### config.mk
export PLATFORM = sky130hd
export DESIGN_NAME = lorenz_euler_source
export DESIGN_NICKNAME = d
export VERILOG_FILES = /design/src/rtl/lorenz_euler_source.sv
export SDC_FILE = /design/constraint.sdc
export NUM_CORES = 1
export LEC_CHECK = 0
export ABC_AREA = 1
export CAP_MARGIN = 25
export CORE_MARGIN = 10
export CORE_UTILIZATION = 62
export CTS_CLUSTER_DIAMETER = 120
export DETAILED_ROUTE_END_ITERATION = 8
export PLACE_DENSITY_LB_ADDON = 0.08
export REMOVE_ABC_BUFFERS = 1
export SLEW_MARGIN = 5
export SYNTH_ARGS = -nofsm -noshare
export SYNTH_HDL_FRONTEND = slang
export SYNTH_SLANG_ARGS = --single-unit
export TNS_END_PERCENT = 5
### constraint.sdc
create_clock -name clk -period 9.9 [get_ports clk]
set_input_delay 2.97 -clock clk [delete_from_list [all_inputs] [get_ports clk]]
set_output_delay 2.97 -clock clk [all_outputs]
set_load 0.05 [all_outputs]
### src/rtl/lorenz_euler_source.sv
// Forward-Euler Lorenz integrator in Q8.8. Each requested step is computed on
// one shared multiplier and published as integer and full-precision samples.
module lorenz_euler_source #(
  parameter int INT_WIDTH = 16,
  parameter int FRAC_BITS = 8,
  parameter int OUT_WIDTH = 8,
  parameter int DT_SHIFT  = 7,
  parameter int SIGMA     = 10,
  parameter int RHO       = 28,
  parameter int BETA_Q    = 683,
  parameter int X0        = 256,
  parameter int Y0        = 256,
  parameter int Z0        = 256
) (
  input  logic                        clk,
  input  logic                        reset,
  input  logic                        advance,
  output logic                        busy,
  output logic                        sample_valid,
  output logic signed [OUT_WIDTH-1:0] lorenz_x,
  output logic signed [OUT_WIDTH-1:0] lorenz_y,
  output logic signed [OUT_WIDTH-1:0] lorenz_z,
  output logic signed [INT_WIDTH-1:0] x_q,
  output logic signed [INT_WIDTH-1:0] y_q,
  output logic signed [INT_WIDTH-1:0] z_q,
  output logic [15:0]                 step_count
);

  localparam int PW = 2 * INT_WIDTH;

  localparam logic [2:0] S_IDLE    = 3'd0;
  localparam logic [2:0] S_MUL_XY  = 3'd1;
  localparam logic [2:0] S_MUL_XRZ = 3'd2;
  localparam logic [2:0] S_MUL_BZ  = 3'd3;
  localparam logic [2:0] S_UPDATE  = 3'd4;

  localparam logic signed [INT_WIDTH-1:0] STATE_MAX = {1'b0, {(INT_WIDTH-1){1'b1}}};
  localparam logic signed [INT_WIDTH-1:0] STATE_MIN = {1'b1, {(INT_WIDTH-1){1'b0}}};
  localparam logic signed [31:0] SAT_MAX  = 32'(STATE_MAX);
  localparam logic signed [31:0] SAT_MIN  = 32'(STATE_MIN);
  localparam logic signed [31:0] SIGMA_C  = 32'(SIGMA);
  localparam logic signed [INT_WIDTH-1:0] BETA_C = INT_WIDTH'(BETA_Q);
  localparam logic signed [INT_WIDTH:0]   RHO_FX = (INT_WIDTH+1)'(RHO * (2 ** FRAC_BITS));

  logic [2:0] state_q, state_d;
  logic signed [PW-1:0] pxy_q, pxy_d, pxr_q, pxr_d, pbz_q, pbz_d;
  logic signed [INT_WIDTH-1:0] x_d, y_d, z_d;
  logic sample_valid_q, sample_valid_d;
  logic [15:0] step_count_q, step_count_d;

  logic signed [INT_WIDTH:0]   rho_diff;
  logic signed [INT_WIDTH-1:0] rho_op;
  logic signed [INT_WIDTH-1:0] mul_a, mul_b;
  logic signed [PW-1:0]        mul_p, mul_s;
  logic signed [31:0] x_e, y_e, z_e, dx, dy, dz;

  function automatic logic signed [INT_WIDTH-1:0] sat_state(input logic signed [31:0] v);
    if (v > SAT_MAX)      return STATE_MAX;
    else if (v < SAT_MIN) return STATE_MIN;
    else                  return v[INT_WIDTH-1:0];
  endfunction

  // The (rho - z) operand needs one extra bit, then is clamped to the multiplier width.
  always_comb begin
    rho_diff = RHO_FX - $signed({z_q[INT_WIDTH-1], z_q});
    rho_op   = rho_diff[INT_WIDTH-1:0];
    if (rho_diff[INT_WIDTH] != rho_diff[INT_WIDTH-1])
      rho_op = rho_diff[INT_WIDTH] ? STATE_MIN : STATE_MAX;
  end

  always_comb begin
    mul_a = x_q;
    mul_b = y_q;
    case (state_q)
      S_MUL_XRZ: begin mul_a = x_q; mul_b = rho_op; end
      S_MUL_BZ:  begin mul_a = z_q; mul_b = BETA_C; end
      default:   begin mul_a = x_q; mul_b = y_q;    end
    endcase
    mul_p = mul_a * mul_b;
    mul_s = mul_p >>> FRAC_BITS;
  end

  always_comb begin
    x_e = 32'(x_q);
    y_e = 32'(y_q);
    z_e = 32'(z_q);
    dx  = SIGMA_C * (y_e - x_e);
    dy  = 32'(pxr_q) - y_e;
    dz  = 32'(pxy_q) - 32'(pbz_q);
  end

  always_comb begin
    state_d        = state_q;
    pxy_d          = pxy_q;
    pxr_d          = pxr_q;
    pbz_d          = pbz_q;
    x_d            = x_q;
    y_d            = y_q;
    z_d            = z_q;
    sample_valid_d = 1'b0;
    step_count_d   = step_count_q;
    case (state_q)
      S_IDLE:    if (advance) state_d = S_MUL_XY;
      S_MUL_XY:  begin pxy_d = mul_s; state_d = S_MUL_XRZ; end
      S_MUL_XRZ: begin pxr_d = mul_s; state_d = S_MUL_BZ;  end
      S_MUL_BZ:  begin pbz_d = mul_s; state_d = S_UPDATE;  end
      S_UPDATE: begin
        x_d            = sat_state(x_e + (dx >>> DT_SHIFT));
        y_d            = sat_state(y_e + (dy >>> DT_SHIFT));
        z_d            = sat_state(z_e + (dz >>> DT_SHIFT));
        sample_valid_d = 1'b1;
        step_count_d   = step_count_q + 16'd1;
        state_d        = S_IDLE;
      end
      default:   state_d = S_IDLE;
    endcase
  end

  always_ff @(posedge clk or posedge reset) begin
    if (reset) begin
      state_q        <= S_IDLE;
      pxy_q          <= '0;
      pxr_q          <= '0;
      pbz_q          <= '0;
      x_q            <= INT_WIDTH'(X0);
      y_q            <= INT_WIDTH'(Y0);
      z_q            <= INT_WIDTH'(Z0);
      sample_valid_q <= 1'b0;
      step_count_q   <= '0;
    end else begin
      state_q        <= state_d;
      pxy_q          <= pxy_d;
      pxr_q          <= pxr_d;
      pbz_q          <= pbz_d;
      x_q            <= x_d;
      y_q            <= y_d;
      z_q            <= z_d;
      sample_valid_q <= sample_valid_d;
      step_count_q   <= step_count_d;
    end
  end

  assign busy         = (state_q != S_IDLE);
  assign sample_valid = sample_valid_q;
  assign step_count   = step_count_q;
  assign lorenz_x     = x_q[INT_WIDTH-1:FRAC_BITS];
  assign lorenz_y     = y_q[INT_WIDTH-1:FRAC_BITS];
  assign lorenz_z     = z_q[INT_WIDTH-1:FRAC_BITS];

endmodule

==> metrics.md, run 1 <==
| Metric | Value |
|---|---|
| Status | completed |
| Wire per inst | 19.56 µm |
| Largest family of logic cells by synthesized area | adder cells |
| CP Class | register to register |
| Clock Skew | 12.02 ps |
| Worst path most repeated cell | inv_1 |
| Drt drc | 0 |
| H-Tree Depth | 4 |
| First-pass GRT wire length | 109,500 µm |
| Boundary Pins | 93 |
| Number of distinct library cells after synthesis | 66 |
| Post-Syn Area | 22,320 µm² |
| Worst path slowest cell | fa_1 |
| Vias in the first global route | 20,160 |
| Share of layout cells above drive strength 1 | 5.117% |
| Hold Fails Final Rpt | 0 |
| Mux contribution to synthesized area | 0% |
| Via count | 19,810 |
| Share of flip-flops with an asynchronous set or reset | 100.0% |
| Compound-Gate Fraction of Synth Area | 11.13% |
| Post-synthesis simple-gate area fraction | 19.79% |
| Die Height | 209.7 µm |
| Cts hold-fix bufs | 0 |
| Slew Limit Fails | 0 |
| Vias/cell | 5.740 |
| Drt first-iter violations | 1,756 |
| Remaining global-route overflow | 0 |
| Row count | 69 |
| Achievable Freq | 108.7 MHz |
| Clk_lat worst skew | 440 ps |
| Syn avg cell area | 7.691 µm² |
| Root buf cell | clkbuf_16 |
| ANT cells | 0 |
| Final nets | 3,472 |
| Crit Path Max Fanout | 9 |
| I/O Buffers | 92 |
| Xor and xnor area share after synthesis | 5.606% |
| Synth Instances | 2,902 |
| Worst stage delay on the critical path | 650 ps |
| RePlAce Congestion | 1.030 |
| Clk slew on worst S/H paths | 70 ps |
| Core Footprint | 35,570 µm² |
| Setup violators final | 0 |
| Post-synth EDFFs | 0 |
| Area contributors post-synth | fa_1, dfrtp_1, ha_1, inv_1, nand2_1 |
| YS warnings | 0 |
| Post-Synth Adder-Cell Area | 36.50% |
| Hold WC Path Type | register to register |
| Max-Cap Viols | 0 |
| Top cell type's share of synthesized area | 23.77% |
| GRT Util Overall | 31.37% |
| Pin count of the biggest net entering global routing | 83 |
| CTS Buf Count | 17 |
| Sum of negative setup slack | 0 ps |
| Startpoint types | register |
| Area leader, netlist | fa_1 |
| Final Cycle Share | 92.94% |
| CTS max path bufs | 2 |
| Critical Path End Type | register |
| Clock sink count | 140 |
| Least-Margin Pin Slew | 1051 ps |
| Post-DP HPWL | 55,970 µm |
| Critical Path AT | 9530 ps |
| Initial antenna violation count | 0 |
| RSZ-0062 raised after global routing | false |
| Top FF cell, synth | dfrtp_1 |
| CP required | 10,230 ps |
| Total die area | 43,990 µm² |
| Starting Density | 62.75% |
| Clock period minus final worst setup slack | 9201 ps |
| Slew headroom | 29.46% |
| Routed WL | 67,490 µm |
| DRT antenna net count | 0 |
| Area Overhead vs Synth | 9.043% |
| Number of synthesized register bits | 140 |
| TritonCTS clock tree | yes |
| DR pass1 iterations | 7 |
| Sequential fraction of the synthesis area | 15.71% |
| Chip width | 209.7 µm |
==> placed cells by master, fill, tap and decap left out, drive strengths merged, types with 5 or more instances in the layout <==
cell / instances
nor2: 328
ha: 227
dfrtp: 137
clkbuf: 18
nand3: 118
clkdlybuf4s50: 92
nand4: 16
nand3b: 5
nor3: 26
a31oi: 17
o21ai: 148
clkinv: 15
a21o: 9
clkinvlp: 6
o31ai: 8
xor2: 96
fa: 265
o211ai: 6
xnor2: 46
buf: 39
o21bai: 8
or2: 7
nand2: 555
a21oi: 202
nor4: 5
inv: 551
a21boi: 6
==> path summary, 6_finish.rpt <==
| check | start | to | slack, ps | cells past startpoint |
|---|---|---|---|---|
| min in group asynchronous | reset | sample_valid | 3090 | 2 |
| hold / removal | pbz_q[19] | pbz_q[19] | 480 | 2 |
| hold reg to reg | pbz_q[19] | pbz_q[19] | 480 | 2 |
| max in group asynchronous | reset | z_q[12] | 5510 | 3 |
| setup reg to reg | z_q[2] | pxy_q[12] | 700 | 40 |
| setup / recovery | z_q[2] | pxy_q[12] | 700 | 40 |
==> state kept, by name, indices dropped and copies added, names as in the netlist <==
register and count:
sample_valid 1, pbz_q 24, y_q 16, z_q 16, x_q 16, pxr_q 24, state_q 3, step_count 16
pxy_q 24
==> what timing repair did <==
| item | CTS | global route |
|---|---|---|
| setup endpoints to repair | 0 | 42 |
| buffers inserted | 0 | 4 |
| gates resized for setup | 0 | 9 |
==> critical path: cells and delay by family (launching register included) <==
family,cells,cell delay [ps]
adder cells (fa/ha/maj),8,3950
AND/OR/NAND/NOR,18,2410
AO/OA/AOI/OAI,5,1040
buffers and inverters,8,970
flip-flops,1,470
XOR/XNOR,1,210
==> cells in the mapped netlist, types with 6 or more instances <==
master	instances
nand3_1	112
nand2_2	14
a21oi_2	10
o21ai_1	32
o21ai_2	8
dfrtp_1	137
clkbuf_1	30
nor3_1	26
o31ai_1	7
or2_2	6
nand2_1	538
fa_1	265
buf_4	26
inv_2	7
inv_1	541
o21ai_0	108
ha_1	227
a21oi_1	191
nor2_1	324
a31oi_1	17
buf_2	13
xor2_1	95
xnor2_1	46
clkinv_1	12
a21o_1	9
nand4_1	15
==> through the flow <==
step	hold WS, ps	area, µm²	utilization (%)	setup WS [ps]	cells
3_3_place_gp	463.4	23670	66.54	644.2	3414
5_1_grt	509.9	24340	68.42	46.44	3451
2_1_floorplan	449.1	21910	-	1346	2827
4_1_cts	484.9	24250	68.19	479.8	3446
3_5_place_dp	470.4	23670	66.54	486.4	3414
6_report	484.3	24340	68.42	699.0	3451
==> layer usage <==
metal / track usage, % / wire, µm
met5: 0 / 0
met4: 11.86 / 2805
met3: 5.004 / 5029
met2: 50.74 / 31110
met1: 41.61 / 28550
==> cells by family (layout without fill, tap and decap cells) <==
group | after synthesis | after routing
AOI/OAI and AO/OA | 428 | 428
adders and majority gates | 492 | 492
xor gates and xnor gates | 142 | 142
and+or+nand+nor | 1065 | 1065
buffers and inverters | 635 | 723
DFF | 140 | 140
==> layout make-up <==
| class | count | area, µm² |
|---|---|---|
| sequential | 140 | 3507 |
| tap | 461 | 576.8 |
| clock inverter | 14 | 158.9 |
| multi-input combinational | 2127 | 16320 |
| fill | 3059 | 11230 |
| inverter | 560 | 2115 |
| timing repair buffer | 131 | 1234 |
| clock buffer | 18 | 429.2 |
Power of run 1 is left out: the tool's default activity adds up to more than one toggle a clock period on the data nets, which glitch-free logic cannot reach.
==> inputs of run 2 (changes only) <==
--- a/config.mk
+++ b/config.mk
@@ -17,4 +17,3 @@
 export SYNTH_ARGS = -nofsm -noshare
 export SYNTH_HDL_FRONTEND = slang
 export SYNTH_SLANG_ARGS = --single-unit
-export TNS_END_PERCENT = 5
==> results of run 2 <==
Same layout as run 1: the final DEF is identical, and so are final timing and power.
Power of run 2 is left out for the same reason.
